**src/rtl/add_seq64_pkg.sv**
```systemverilog
// Shared definitions for the 64-bit add/subtract sequencer.
// The FSM encodings and widths live here so that the top and the bench agree.
package add_seq64_pkg;

  // Adder slice width and full operation width.
  localparam int SLICE_W = 32;
  localparam int DW      = 64;

  // Sequencer states.
  typedef enum logic [1:0] {
    IDLE = 2'd0,
    LO   = 2'd1,
    HI   = 2'd2,
    DONE = 2'd3
  } state_t;

  // Conditionally invert an adder operand (B for subtract).
  function automatic logic [SLICE_W-1:0] cond_invert(input logic [SLICE_W-1:0] v,
                                                     input logic               inv);
    return v ^ {SLICE_W{inv}};
  endfunction

endpackage

```
**src/rtl/add_all.sv**
```systemverilog
// Existing N-bit ripple-carry adder.
// cout is the carry out of the most significant bit position (C[N]),
// so it can be chained directly into the next slice.
module add_all #(
  parameter int N = 32
) (
  input  logic [N-1:0] a,
  input  logic [N-1:0] b,
  input  logic         c,
  output logic [N-1:0] sum,
  output logic         cout
);

  // Bit-serial ripple: generate/propagate per bit, carry rippled through a local.
  always_comb begin
    logic carry_v;
    carry_v = c;
    sum     = {N{1'b0}};
    for (int i = 0; i < N; i++) begin
      sum[i]  = a[i] ^ b[i] ^ carry_v;
      carry_v = (a[i] & b[i]) | ((a[i] ^ b[i]) & carry_v);
    end
    cout = carry_v;
  end

endmodule

```
**src/rtl/add_seq64.sv**
```systemverilog
// 64-bit add/subtract sequencer built on one time-shared 32-bit adder.
// Low word is computed first, then the high word with the low carry chained in.
// Subtract is A + ~B + 1. Optional signed-overflow output: define ADD_SEQ_OVF_EN.
module add_seq64
  import add_seq64_pkg::*;
#(
  parameter int W = 32
) (
  input  logic          clk,
  input  logic          rst,
  input  logic          in_valid,
  output logic          in_ready,
  input  logic [DW-1:0] in_a,
  input  logic [DW-1:0] in_b,
  input  logic          in_sub,
  output logic          out_valid,
  input  logic          out_ready,
  output logic [DW-1:0] out_sum,
  output logic          out_cout
`ifdef ADD_SEQ_OVF_EN
  , output logic        out_ovf
`endif
);

  state_t         state_r;
  logic [DW-1:0]  a_r;
  logic [DW-1:0]  b_r;
  logic           sub_r;
  logic           carry_r;

  logic [W-1:0]   add_a_s;
  logic [W-1:0]   add_b_s;
  logic           add_c_s;
  logic [W-1:0]   add_sum_s;
  logic           add_cout_s;

  // Select the adder operands for the current beat: high word in HI, low word otherwise.
  always_comb begin
    add_a_s = a_r[W-1:0];
    add_b_s = cond_invert(b_r[W-1:0], sub_r);
    add_c_s = sub_r;
    if (state_r == HI) begin
      add_a_s = a_r[DW-1:W];
      add_b_s = cond_invert(b_r[DW-1:W], sub_r);
      add_c_s = carry_r;
    end else begin
      add_a_s = a_r[W-1:0];
      add_b_s = cond_invert(b_r[W-1:0], sub_r);
      add_c_s = sub_r;
    end
  end

  add_all #(
    .N(W)
  ) u_add (
    .a    (add_a_s),
    .b    (add_b_s),
    .c    (add_c_s),
    .sum  (add_sum_s),
    .cout (add_cout_s)
  );

`ifdef ADD_SEQ_OVF_EN
  logic bx_top_s;
  logic ovf_s;

  // Signed overflow: operands share a sign and the result sign differs.
  always_comb begin
    bx_top_s = b_r[DW-1] ^ sub_r;
    if ((a_r[DW-1] == bx_top_s) && (add_sum_s[W-1] != a_r[DW-1])) begin
      ovf_s = 1'b1;
    end else begin
      ovf_s = 1'b0;
    end
  end
`endif

  // Sequencer FSM with registered handshake and result outputs.
  always_ff @(posedge clk) begin
    if (rst) begin
      state_r   <= IDLE;
      in_ready  <= 1'b1;
      out_valid <= 1'b0;
      out_sum   <= {DW{1'b0}};
      out_cout  <= 1'b0;
      a_r       <= {DW{1'b0}};
      b_r       <= {DW{1'b0}};
      sub_r     <= 1'b0;
      carry_r   <= 1'b0;
`ifdef ADD_SEQ_OVF_EN
      out_ovf   <= 1'b0;
`endif
    end else begin
      case (state_r)
        IDLE: begin
          if (in_valid && in_ready) begin
            a_r      <= in_a;
            b_r      <= in_b;
            sub_r    <= in_sub;
            in_ready <= 1'b0;
            state_r  <= LO;
          end else begin
            state_r  <= IDLE;
          end
        end
        LO: begin
          out_sum[W-1:0] <= add_sum_s;
          carry_r        <= add_cout_s;
          state_r        <= HI;
        end
        HI: begin
          out_sum[DW-1:W] <= add_sum_s;
          out_cout        <= add_cout_s;
`ifdef ADD_SEQ_OVF_EN
          out_ovf         <= ovf_s;
`endif
          out_valid       <= 1'b1;
          state_r         <= DONE;
        end
        DONE: begin
          if (out_ready) begin
            out_valid <= 1'b0;
            in_ready  <= 1'b1;
            state_r   <= IDLE;
          end else begin
            state_r   <= DONE;
          end
        end
        default: begin
          out_valid <= 1'b0;
          in_ready  <= 1'b1;
          state_r   <= IDLE;
        end
      endcase
    end
  end

endmodule

```
**config.mk**
```make
export PLATFORM = sky130hd
export DESIGN_NAME = add_seq64
export DESIGN_NICKNAME = d
export VERILOG_FILES = /design/src/rtl/add_seq64_pkg.sv /design/src/rtl/add_all.sv /design/src/rtl/add_seq64.sv
export SDC_FILE = /design/constraint.sdc
export NUM_CORES = 1
export LEC_CHECK = 0
export CORE_MARGIN = 3
export CORE_UTILIZATION = 45
export DETAILED_ROUTE_END_ITERATION = 16
export PLACE_DENSITY = 0.76
export SETUP_SLACK_MARGIN = 0.05
export SLEW_MARGIN = 20
export SYNTH_ARGS = -nofsm -noshare
export SYNTH_HDL_FRONTEND = slang
export SYNTH_SLANG_ARGS = --single-unit
```
**constraint.sdc**
```tcl
create_clock -name clk -period 12.65 [get_ports clk]
set_input_delay 2.53 -clock clk [delete_from_list [all_inputs] [get_ports clk]]
set_output_delay 2.53 -clock clk [all_outputs]
set_load 0.01 [all_outputs]
```
==> impl_metrics.py <==
metrics = {
    "drt": {
        "drc": 0,
        "drt_iter0_markers": 436,
        "antenna_left": 0,
        "viasPerCell": 5.01,
        "vias": 6767,
        "first_pass_iters": 4,
        "totalWireLength_um": 21000,
        "wl_per_cell_um": 15.5,
    },
    "yosys": {
        "yosysWarnings": 0,
        "netlist.area_leader.share_pct": 47.2,
        "synth-edff-count": 0,
        "ys_ff_latch": 199,
        "yosysSeqAreaShare_pct": 47.2,
        "syn_inst": 955,
        "synth-main-ff-cell": "dfxtp_1",
        "postSynthAreaPerCell_sq_um": 8.85,
        "ys_top_cells_by_count": "280 x nand2_1, 199 x dfxtp_1, 137 x a21oi_1",
        "synth_top_area_cell": "dfxtp_1",
        "async_reset_ff_share_pct": 0,
        "synth_area_leaders": "dfxtp_1 47%, nand2_1 12%, a21oi_1 8.1%",
        "syn_area_sq_um": 8450,
        "synth_fp_nets": 1120,
        "ys_types": 21,
        "synth.most_common_cell": "nand2_1",
    },
    "power_and_ir_drop": {
        "finalPower_mw": 1.71,
        "ir_drop_mv": 0.0951,
        "p_int_mw": 1.20,
        "p_leak_nw": 3.70,
        "swShare_pct": 29.8,
        "pwr-share-comb_pct": 25.8,
        "seqPwrFrac_pct": 42.9,
        "power_frac_clock_pct": 31.4,
        "p_sw_mw": 0.509,
        "power_density_nw_per_um2": 154,
    },
    "finish": {
        "final_layout_size_suffix_gt1_share_pct": 7.31,
        "fin_area_sq_um": 11100,
        "antenna_cells": 0,
        "area_growth_pct": 31.6,
        "fin_cells": 1351,
        "fin_nets": 1275,
    },
    "floorplanning": {
        "num_rows": 49,
        "die_area_sq_um": 20500,
        "die_y_um": 143,
        "die_x_um": 143,
        "coreArea_sq_um": 18200,
        "io_pins": 200,
        "initial_core_util_pct": 46.4,
    },
    "clock_network": {
        "cts_made_buffers": 17,
        "cts_tree": "done",
        "clkLatencyLatePin_ps": 430,
        "cts_root_buf": "clkbuf_16",
        "ctsLongestPathBuffers": 2,
        "h-tree-depth": 4,
        "cts.sinks": 199,
        "clkTransAtPathRegs_ps": 70,
        "hold_buffers": 0,
    },
    "global_route": {
        "grt_pass1_vias": 6302,
        "grt_pass1_wl_um": 32500,
        "overflow": 0,
        "grt_max_degree": 109,
        "antenna_found_initial": 0,
        "gr-usage-all-layers_pct": 20.3,
    },
    "sta": {
        "fin_ws_ps": 242,
        "period_share_pct": 98.1,
        "worst_slew_pin_slew_ps": 962,
        "relSlewSlack_pct": 35.8,
        "setup_tns_ps": 0,
        "maxSlewViolCount": 0,
        "setup_viol_count_final": 0,
        "fin_skew_ps": 9.55,
        "period_minus_slack_ps": 12410,
        "fmax_ghz": 0.0806,
        "rsz0062_at_grt": "true",
        "report.final.hold_viol_count": 0,
    },
    "critical_path": {
        "worstPathMaxFanout": 3,
        "crit_path_start": "state_r[1]",
        "critPathRequiredTime_ps": 12940,
        "worst_path_largest_cell_delay_ps": 420,
        "r2r_slack_ps": 240,
        "endpoint_kind": "flip-flop",
        "worst-r2r-cell-count": 39,
        "r2r-end": "out_sum[31]",
        "startpoint_type": "flip-flop",
        "r2r-start": "state_r[1]",
        "crit_slowest_cell": "fa_1",
        "worst-setup-path-type": "reg -> reg",
        "arrival_ps": 12700,
        "critPathMostFrequentCell": "fa_2",
    },
    "placement": {
        "post_dp_cell_area_sq_um": 10500,
        "place.gp.congestion": 0.830,
        "place_worst_setup_slack_ps": -66.0,
        "port_buffers": 199,
        "place_inst": 1320,
        "dp_hpwl_um": 14900,
    },
    "hold_path": {
        "worstHoldStart": "b_r[25]",
        "timing.hold.worst_path_depth": 2,
        "min_to": "b_r[25]",
        "holdCritPathClass": "reg -> reg",
    },
    "job": {
        "maxCapViolations": 0,
    },
    "outcome": {
        "status": "completed",
    },
}
[layer usage]
| metal | share of wire [%] | track usage [%] |
|---|---|---|
| met1 | 49 | 30.6 |
| met2 | 44 | 29.8 |
| met3 | 5.2 | 3.85 |
| met4 | 1.3 | 5.40 |
| met5 | 0 | 0 |
[cell families (layout without fill, tap and decap cells)]
group / Yosys count / after routing / share of synthesized area [%]
xor gates and xnor gates: 32 / 32 / 3.32
AOI/OAI and AO/OA: 196 / 196 / 13.4
muxes: 65 / 65 / 7.70
buffers and inverters: 79 / 246 / 4.93
adders and majority gates: 32 / 32 / 7.58
DFF: 199 / 199 / 47.2
and+or+nand+nor: 352 / 352 / 16.0
[cell type report]
| type | instances | area (sq um) |
|---|---|---|
| Fill cell | 1608 | 7090 |
| Multi-Input combinational cell | 677 | 4160 |
| Sequential cell | 199 | 3990 |
| Timing Repair Buffer | 213 | 2100 |
| Clock buffer | 21 | 460 |
| Tap cell | 229 | 287 |
| Clock inverter | 10 | 120 |
| Inverter | 2 | 7.51 |
[how the worst max path moves through the flow]
stage / end / slack (ps)
final: out_sum[31] / 240
after floorplan: out_sum[31] / 80
after global routing: out_sum[31] / -60
after CTS: out_sum[31] / 110
after global placement: out_sum[31] / 40
after detailed placement: out_sum[31] / -70
[cells in the final DEF, fill, tap and decap left out, types with 14 or more instances in the layout]
cell type,n
clkdlybuf4s50_1,198
xor2_1,29
nor2_1,66
clkbuf_16,17
fa_2,30
buf_4,14
a21oi_1,137
mux2i_1,65
a211oi_1,59
dfxtp_1,196
nand2_1,280
[worst max-delay path, delay by kind of cell, from the launching register on]
family | cells | cell delay, ps
and+or+nand+nor | 2 | 210
xor gates and xnor gates | 1 | 170
DFF | 1 | 330
muxes | 2 | 360
buffers and inverters | 2 | 110
adders and majority gates | 32 | 11100
[registers in the layout, summed over array words and instances (netlist names)]
register,cells
in_ready,1
state_r,2
out_valid,1
out_sum,64
b_r,64
out_cout,1
carry_r,1
a_r,64
sub_r,1
[timing repair]
action / in CTS / in global routing
pin swaps: 2 / 3
setup buffers: 0 / 0
gates resized for setup: 4 / 5
endpoints found under the setup margin: 2 / 3
[power by group through the flow]
stage / registers (mW) / clock network, mW / logic (mW)
detailed placement: 0.747 / 0 / 0.438
floorplan: 0.751 / 0 / 0.254
CTS: 0.733 / 0.545 / 0.441
global route: 0.741 / 0.575 / 0.483
global placement: 0.744 / 0 / 0.432
finish: 0.733 / 0.536 / 0.440
[metrics by stage]
stage,utilization [%],hold slack [ps]
final,61.1,455
after global routing,61.1,471
after CTS,61.0,456
after detailed placement,57.8,447
after global placement,57.8,442
after floorplan,-,436
(Power assumes the default switching activity.)
